`src/rtl/vid_pkg.sv`:
```
// rtl/vid_pkg.sv - shared types and helpers for the video timing generator
//
// Purpose: pattern mode encoding, colour-bar lookup and timing-total helper
// used by vid_timing_cnt and vid_tpg_timing_gen.
// Optional build macro: VID_TPG_BORDER_EN (consumed by the other files).

package vid_pkg;

  typedef enum logic [1:0] {
    BARS   = 2'd0,
    RAMP   = 2'd1,
    SOLID  = 2'd2,
    SCROLL = 2'd3
  } vid_mode_e;

  // One bit per channel, ordered {r,g,b}; expanded to full depth by the user.
  typedef logic [2:0] bar_rgb_t;

  localparam int VID_NUM_BARS = 8;

  function automatic int vid_total(input int active, input int fp, input int sw, input int bp);
    return active + fp + sw + bp;
  endfunction

  // Index 0..7 gives white, yellow, cyan, green, magenta, red, blue, black.
  function automatic bar_rgb_t bar_color(input logic [2:0] idx);
    return {~idx[1], ~idx[2], ~idx[0]};
  endfunction

endpackage

```
`src/rtl/vid_timing_cnt.sv`:
```
// rtl/vid_timing_cnt.sv - horizontal/vertical raster counters and timing decodes
//
// Purpose: free-running h/v counters (held at 0,0 while disabled) with
// combinational decodes of the current counter position.
// Ports:
//   clk_i, rst_i, en_i  clock, async active-high reset, run enable
//   h_cnt_o             current horizontal position
//   hs_act_o, vs_act_o  position lies inside the h/v sync pulse
//   de_o                position lies inside the active area
//   sof_o               position is (0,0)
//   line_end_o          position is the last pixel of a line
//   frame_end_o         position is the last pixel of a frame
//   border_o            active-area edge pixel (only with VID_TPG_BORDER_EN)

module vid_timing_cnt
  import vid_pkg::*;
#(
  parameter int H_ACTIVE = 1280,
  parameter int H_FP     = 110,
  parameter int H_SW     = 40,
  parameter int H_BP     = 220,
  parameter int V_ACTIVE = 720,
  parameter int V_FP     = 5,
  parameter int V_SW     = 5,
  parameter int V_BP     = 20,
  parameter int HW       = $clog2(vid_total(H_ACTIVE, H_FP, H_SW, H_BP) + 1),
  parameter int VW       = $clog2(vid_total(V_ACTIVE, V_FP, V_SW, V_BP) + 1)
) (
  input  logic          clk_i,
  input  logic          rst_i,
  input  logic          en_i,
  output logic [HW-1:0] h_cnt_o,
  output logic          hs_act_o,
  output logic          vs_act_o,
  output logic          de_o,
  output logic          sof_o,
  output logic          line_end_o,
  output logic          frame_end_o
`ifdef VID_TPG_BORDER_EN
  ,
  output logic          border_o
`endif
);

  localparam int H_TOTAL = vid_total(H_ACTIVE, H_FP, H_SW, H_BP);
  localparam int V_TOTAL = vid_total(V_ACTIVE, V_FP, V_SW, V_BP);

  localparam logic [HW-1:0] H_LAST   = HW'(H_TOTAL - 1);
  localparam logic [HW-1:0] H_ACT    = HW'(H_ACTIVE);
  localparam logic [HW-1:0] HS_START = HW'(H_ACTIVE + H_FP);
  localparam logic [HW-1:0] HS_END   = HW'(H_ACTIVE + H_FP + H_SW);
  localparam logic [VW-1:0] V_LAST   = VW'(V_TOTAL - 1);
  localparam logic [VW-1:0] V_ACT    = VW'(V_ACTIVE);
  localparam logic [VW-1:0] VS_START = VW'(V_ACTIVE + V_FP);
  localparam logic [VW-1:0] VS_END   = VW'(V_ACTIVE + V_FP + V_SW);

  logic [HW-1:0] h_q, h_d;
  logic [VW-1:0] v_q, v_d;

  assign line_end_o  = (h_q == H_LAST);
  assign frame_end_o = line_end_o && (v_q == V_LAST);

  always_comb begin
    h_d = h_q;
    v_d = v_q;
    if (!en_i) begin
      h_d = '0;
      v_d = '0;
    end else if (line_end_o) begin
      h_d = '0;
      v_d = (v_q == V_LAST) ? '0 : v_q + 1'b1;
    end else begin
      h_d = h_q + 1'b1;
    end
  end

  always_ff @(posedge clk_i or posedge rst_i) begin
    if (rst_i) begin
      h_q <= '0;
      v_q <= '0;
    end else begin
      h_q <= h_d;
      v_q <= v_d;
    end
  end

  assign h_cnt_o  = h_q;
  assign hs_act_o = (h_q >= HS_START) && (h_q < HS_END);
  // v_q only moves on line wrap, so vsync edges always land at h = 0.
  assign vs_act_o = (v_q >= VS_START) && (v_q < VS_END);
  assign de_o     = (h_q < H_ACT) && (v_q < V_ACT);
  assign sof_o    = (h_q == '0) && (v_q == '0);

`ifdef VID_TPG_BORDER_EN
  assign border_o = de_o && ((h_q == '0) || (h_q == H_ACT - 1'b1) ||
                             (v_q == '0) || (v_q == V_ACT - 1'b1));
`endif

endmodule

```
`src/rtl/vid_tpg_timing_gen.sv`:
```
// rtl/vid_tpg_timing_gen.sv - video timing generator with test pattern source
//
// Purpose: drives hsync/vsync/VDE and {r,g,b} pixel data for the HDMI encoder
// path; four pattern modes selected per frame.
// Optional build macro: VID_TPG_BORDER_EN (all-ones frame around active area).
// Ports:
//   PixelClk, rst, en   pixel clock, async active-high reset, run enable
//   mode, solid_rgb     pattern select and solid colour, sampled at frame start
//   vid_hsync/vsync     sync outputs with HSYNC_POL/VSYNC_POL active level
//   vid_VDE, vid_data   data enable and {r,g,b} pixel
//   vid_sof             pulse with the first active pixel of each frame
//   frame_cnt           completed-frame counter

module vid_tpg_timing_gen
  import vid_pkg::*;
#(
  parameter int VID_H_ACTIVE      = 1280,
  parameter int VID_H_FRONT_PORCH = 110,
  parameter int VID_H_SYNC_WIDTH  = 40,
  parameter int VID_H_BACK_PORCH  = 220,
  parameter int VID_V_ACTIVE      = 720,
  parameter int VID_V_FRONT_PORCH = 5,
  parameter int VID_V_SYNC_WIDTH  = 5,
  parameter int VID_V_BACK_PORCH  = 20,
  parameter bit HSYNC_POL         = 1'b1,
  parameter bit VSYNC_POL         = 1'b1,
  parameter int COLOR_DEPTH       = 8
) (
  input  logic                     PixelClk,
  input  logic                     rst,
  input  logic                     en,
  input  logic [1:0]               mode,
  input  logic [3*COLOR_DEPTH-1:0] solid_rgb,
  output logic                     vid_hsync,
  output logic                     vid_vsync,
  output logic                     vid_VDE,
  output logic [3*COLOR_DEPTH-1:0] vid_data,
  output logic                     vid_sof,
  output logic [15:0]              frame_cnt
);

  localparam int D  = COLOR_DEPTH;
  localparam int HW = $clog2(vid_total(VID_H_ACTIVE, VID_H_FRONT_PORCH,
                                       VID_H_SYNC_WIDTH, VID_H_BACK_PORCH) + 1);
  localparam int VW = $clog2(vid_total(VID_V_ACTIVE, VID_V_FRONT_PORCH,
                                       VID_V_SYNC_WIDTH, VID_V_BACK_PORCH) + 1);
  localparam logic [HW-1:0] BAR_LAST = HW'(VID_H_ACTIVE / VID_NUM_BARS - 1);

  typedef logic [3*D-1:0] rgb_t;

  logic [HW-1:0] h_cnt;
  logic          hs_act, vs_act, de, sof, line_end, frame_end;
`ifdef VID_TPG_BORDER_EN
  logic          border;
`endif

  vid_timing_cnt #(
    .H_ACTIVE (VID_H_ACTIVE),
    .H_FP     (VID_H_FRONT_PORCH),
    .H_SW     (VID_H_SYNC_WIDTH),
    .H_BP     (VID_H_BACK_PORCH),
    .V_ACTIVE (VID_V_ACTIVE),
    .V_FP     (VID_V_FRONT_PORCH),
    .V_SW     (VID_V_SYNC_WIDTH),
    .V_BP     (VID_V_BACK_PORCH),
    .HW       (HW),
    .VW       (VW)
  ) u_cnt (
    .clk_i       (PixelClk),
    .rst_i       (rst),
    .en_i        (en),
    .h_cnt_o     (h_cnt),
    .hs_act_o    (hs_act),
    .vs_act_o    (vs_act),
    .de_o        (de),
    .sof_o       (sof),
    .line_end_o  (line_end),
    .frame_end_o (frame_end)
`ifdef VID_TPG_BORDER_EN
    ,
    .border_o    (border)
`endif
  );

  logic          hs_q, vs_q, de_q, sof_q;
  rgb_t          data_q, pix_d;
  logic [15:0]   frame_cnt_q, fscroll_q, fscroll_cur;
  vid_mode_e     mode_q, mode_cur;
  rgb_t          solid_q, solid_cur;
  logic [2:0]    bar_idx_q, bar_idx_d;
  logic [HW-1:0] bar_pix_q, bar_pix_d;
  bar_rgb_t      bar_bits;
  logic [D-1:0]  ramp, scroll;

  always_comb begin
    // At (0,0) the fresh inputs are used directly so the first pixel already
    // reflects the newly latched frame settings.
    mode_cur    = sof ? vid_mode_e'(mode) : mode_q;
    solid_cur   = sof ? solid_rgb : solid_q;
    fscroll_cur = sof ? frame_cnt_q : fscroll_q;
    bar_bits    = bar_color(bar_idx_q);
    ramp        = D'(h_cnt);
    scroll      = D'(32'(h_cnt) + 32'(fscroll_cur));

    case (mode_cur)
      BARS:    pix_d = {{D{bar_bits[2]}}, {D{bar_bits[1]}}, {D{bar_bits[0]}}};
      RAMP:    pix_d = {3{ramp}};
      SOLID:   pix_d = solid_cur;
      default: pix_d = {3{scroll}};
    endcase
`ifdef VID_TPG_BORDER_EN
    if (border) pix_d = '1;
`endif
    if (!de) pix_d = '0;

    // Bar counter tracks h_cnt: index steps every BAR_W pixels and sticks at 7
    // so any H_ACTIVE % 8 remainder shows the last bar.
    bar_idx_d = bar_idx_q;
    bar_pix_d = bar_pix_q + 1'b1;
    if (line_end) begin
      bar_idx_d = '0;
      bar_pix_d = '0;
    end else if (bar_pix_q == BAR_LAST) begin
      bar_pix_d = '0;
      if (bar_idx_q != 3'd7) bar_idx_d = bar_idx_q + 3'd1;
    end
  end

  always_ff @(posedge PixelClk or posedge rst) begin
    if (rst) begin
      hs_q        <= ~HSYNC_POL;
      vs_q        <= ~VSYNC_POL;
      de_q        <= 1'b0;
      data_q      <= '0;
      sof_q       <= 1'b0;
      frame_cnt_q <= '0;
      mode_q      <= BARS;
      solid_q     <= '0;
      fscroll_q   <= '0;
      bar_idx_q   <= '0;
      bar_pix_q   <= '0;
    end else if (!en) begin
      hs_q      <= ~HSYNC_POL;
      vs_q      <= ~VSYNC_POL;
      de_q      <= 1'b0;
      data_q    <= '0;
      sof_q     <= 1'b0;
      bar_idx_q <= '0;
      bar_pix_q <= '0;
    end else begin
      hs_q      <= hs_act ? HSYNC_POL : ~HSYNC_POL;
      vs_q      <= vs_act ? VSYNC_POL : ~VSYNC_POL;
      de_q      <= de;
      data_q    <= pix_d;
      sof_q     <= sof;
      mode_q    <= mode_cur;
      solid_q   <= solid_cur;
      fscroll_q <= fscroll_cur;
      bar_idx_q <= bar_idx_d;
      bar_pix_q <= bar_pix_d;
      if (frame_end) frame_cnt_q <= frame_cnt_q + 16'd1;
    end
  end

  assign vid_hsync = hs_q;
  assign vid_vsync = vs_q;
  assign vid_VDE   = de_q;
  assign vid_data  = data_q;
  assign vid_sof   = sof_q;
  assign frame_cnt = frame_cnt_q;

endmodule

```
`config.mk`:
```
export PLATFORM = sky130hd
export DESIGN_NAME = vid_tpg_timing_gen
export DESIGN_NICKNAME = d
export VERILOG_FILES = /design/src/rtl/vid_pkg.sv /design/src/rtl/vid_timing_cnt.sv /design/src/rtl/vid_tpg_timing_gen.sv
export SDC_FILE = /design/constraint.sdc
export NUM_CORES = 1
export LEC_CHECK = 0
export ABC_AREA = 1
export CELL_PAD_IN_SITES_DETAIL_PLACEMENT = 0
export CELL_PAD_IN_SITES_GLOBAL_PLACEMENT = 1
export CORE_MARGIN = 2
export CORE_UTILIZATION = 35
export DETAILED_ROUTE_END_ITERATION = 10
export GPL_TIMING_DRIVEN = 0
export PLACE_DENSITY_LB_ADDON = 0.08
export SETUP_SLACK_MARGIN = 0.5
export SKIP_CTS_REPAIR_TIMING = 1
export SLEW_MARGIN = 20
export SYNTH_ARGS = -nofsm -noshare
export SYNTH_HDL_FRONTEND = slang
export SYNTH_SLANG_ARGS = --single-unit
```
`constraint.sdc`:
```
create_clock -name PixelClk -period 6.6 [get_ports PixelClk]
set_clock_uncertainty 0.1 [all_clocks]
set_input_delay 0.99 -clock PixelClk [delete_from_list [all_inputs] [get_ports PixelClk]]
set_output_delay 0.99 -clock PixelClk [all_outputs]
set_load 0.005 [all_outputs]
```
==> results.sh <==
export IMPL_netlist_instances=799
export IMPL_cp_slowest_cell="dfrtp_1"
export IMPL_numCtsBuffers=17
export IMPL_cts_tree="done"
export IMPL_fin_util=0.453
export IMPL_vdd_ir_drop_max_mv=0.209
export IMPL_final_hold_viol_count=0
export IMPL_status="completed"
export IMPL_fmax_ghz=0.260
export IMPL_grt_pass1_vias=5315
export IMPL_htreeDepth=4
export IMPL_finalWirelength_mm=16.7
export IMPL_syn_avg_cell_area_um2=7.81
export IMPL_layout_worst_path_cycle_share=0.582
export IMPL_power_frac_seq=0.342
export IMPL_p_total_mw=2.60
export IMPL_grt_overflow=0
export IMPL_p_comb_frac=0.300
export IMPL_setup_viol=0
export IMPL_clk_pin_slew_ps=50
export IMPL_multi_input_area_mm2=0.00282
export IMPL_core_region_area_mm2=0.0174
export IMPL_pin_count=73
export IMPL_fin_area_mm2=0.00786
export IMPL_tightestPinTransition_ps=661
export IMPL_cts_sinks=113
export IMPL_track_usage=0.186
export IMPL_drive_above_1_share=0.0808
export IMPL_drtAntennaViolNets=0
export IMPL_syn_area_mm2=0.00624
export IMPL_yosysWarnings=0
export IMPL_cts_root_buf="clkbuf_16"
export IMPL_fp_row_count=48
export IMPL_layout_setup_ws_ps=2760
export IMPL_setup_tns_ps=0
export IMPL_syn_to_final_growth_pct=26.0
export IMPL_cp_required_ps=6800
export IMPL_max_stage_delay_ps=440
export IMPL_cp_max_fo=10
export IMPL_insertion_delay_ps=410
export IMPL_drt_first_pass_iters=5
export IMPL_critPathKind="reg -> reg"
export IMPL_register_area_mm2=0.00283
export IMPL_wl_per_cell_um=14.8
export IMPL_start_util=0.359
export IMPL_synth_seq_cells=113
export IMPL_io_buffers=71
export IMPL_post_dp_hpwl_mm=12.4
export IMPL_ys_types=41
export IMPL_start_kind="flip-flop"
export IMPL_die_y_um=137
export IMPL_dpl_cell_count=1096
export IMPL_worstHoldPathType="reg -> reg"
export IMPL_place_ws_ps=2720
export IMPL_max_cap_violations=0
export IMPL_dpl_cell_area_mm2=0.00726
export IMPL_p_leak_nw=3.91
export IMPL_die_area_mm2=0.0189
export IMPL_p_switching_mw=0.832
export IMPL_clkPwrFrac=0.358
export IMPL_final_nets=938
export IMPL_power_density_mw_per_mm2=330
export IMPL_diodes=0
export IMPL_yosysSeqAreaShare=0.453
export IMPL_grt_max_degree=68
export IMPL_holdWs_ps=341
export IMPL_swShare=0.321
export IMPL_most_common_layout_cells="189 x nand2_1, 113 x dfrtp_1, 111 x inv_1"
export IMPL_via_per_inst=4.76
export IMPL_rsz0062_at_grt="false"
export IMPL_worstPathArrival_ps=4050
export IMPL_gp_congestion=0.806
export IMPL_drt_iter0_markers=337
export IMPL_nFillCells=1763
export IMPL_path_cells="inv_1, ha_1, nand2_1, nor2_2, nand3_2, clkbuf_1, clkbuf_1, o21ai_0, ha_1, inv_1, fa_1, o31ai_1, xnor2_1, nand2_1, nand2_1, inv_1, nand2_1, inv_1"
export IMPL_antenna_found_initial=0
export IMPL_post_route_min_period_ps=3840
export IMPL_clockBufferDepth=2
export IMPL_grt_pass1_wl_mm=26.9
export IMPL_relSlewSlack=0.559
export IMPL_crit_path_end_kind="flip-flop"
export IMPL_drc=0
export IMPL_final_common_cell="nand2_1"
export IMPL_die_x_um=137
export IMPL_syn_num_nets=847
export IMPL_power_internal_mw=1.76
export IMPL_finalMaxSlewViolations=0
export IMPL_instances_no_fill=1128
export IMPL_via_count=5369
-- registers in the layout, indices dropped and copies added (netlist names) --
| register | count |
|---|---|
| vid_sof | 1 |
| bar_pix_q | 11 |
| vid_data | 24 |
| fscroll_q | 8 |
| solid_q | 24 |
| bar_idx_q | 3 |
| u_cnt.h_cnt_o | 11 |
| vid_hsync | 1 |
| vid_vsync | 1 |
| frame_cnt | 16 |
| u_cnt.v_q | 10 |
| mode_q | 2 |
| vid_VDE | 1 |
-- cell type report --
class | instances | area share
repair buffers | 72 | 0.0939
flip-flops and latches | 113 | 0.360
multi-input cells | 544 | 0.358
clock buffers | 21 | 0.0586
well taps | 225 | 0.0358
inverters | 120 | 0.0583
plain buffers | 22 | 0.0178
clock inverters | 11 | 0.0174
-- power groups by stage --
stage / sequential [mW] / combinational (mW) / clock [mW]
2_1_floorplan: 0.898 / 0.479 / 0
3_3_place_gp: 0.898 / 0.770 / 0
3_5_place_dp: 0.901 / 0.782 / 0
4_1_cts: 0.890 / 0.787 / 0.953
5_1_grt: 0.902 / 0.885 / 0.988
6_report: 0.889 / 0.777 / 0.929
-- Yosys cell counts (all sizes together) --
library cell | n | area (um^2)
and3 | 3 | 18.8
a211oi | 2 | 15.0
xor2 | 17 | 149
nand3b | 1 | 20.0
nor3 | 19 | 95.1
nand4 | 18 | 119
clkbuf | 9 | 33.8
buf | 13 | 106
nand2 | 195 | 757
dfrtp | 113 | 2830
nor4 | 6 | 37.5
fa | 1 | 20.0
clkinv | 2 | 7.51
a31oi | 3 | 18.8
ha | 18 | 225
o21a | 2 | 15.0
nand3 | 68 | 368
xnor2 | 8 | 70.1
o31ai | 1 | 7.51
inv | 118 | 445
a21oi | 28 | 148
nor2 | 75 | 323
o21ai | 76 | 388
a21o | 1 | 7.51
nor3b | 2 | 15.0
-- critical path, delay by kind of cell, from the launching register on --
| kind | cells | cell delay [ps] |
|---|---|---|
| flops | 1 | 440 |
| simple gates | 6 | 720 |
| fa+ha+maj | 3 | 890 |
| compound gates | 2 | 610 |
| xor+xnor | 1 | 150 |
| buf+inv | 6 | 840 |
-- final timing paths --
path	slack, ps	to	start	cells past startpoint
min in group asynchronous	930	bar_pix_q[8]$_DFF_PP0_	rst	2
min reg2reg	340	bar_pix_q[0]$_DFF_PP0_	bar_pix_q[0]$_DFF_PP0_	1
max reg2reg	2760	vid_data[12]$_DFF_PP0_	u_cnt.h_cnt_o[1]$_DFF_PP0_	18
min	340	bar_pix_q[0]$_DFF_PP0_	bar_pix_q[0]$_DFF_PP0_	1
max in group asynchronous	4800	frame_cnt[7]$_DFFE_PP0P_	rst	3
max	2760	vid_data[12]$_DFF_PP0_	u_cnt.h_cnt_o[1]$_DFF_PP0_	18
-- cell families (layout without fill, tap and decap cells) --
kind of cell / after synthesis / in the layout / synth area share
flops: 113 / 113 / 0.453
xor+xnor: 25 / 25 / 0.0351
buf+inv: 142 / 246 / 0.0951
simple gates: 387 / 387 / 0.281
compound gates: 113 / 113 / 0.0961
fa+ha+maj: 19 / 19 / 0.0393
-- metal layers --
metal,global-route usage,share of wire
met5,0,0
met4,0.0504,0.0073
met3,0.0456,0.038
met2,0.299,0.47
met1,0.251,0.48
Note: power is estimated with default switching activity, not from simulation.
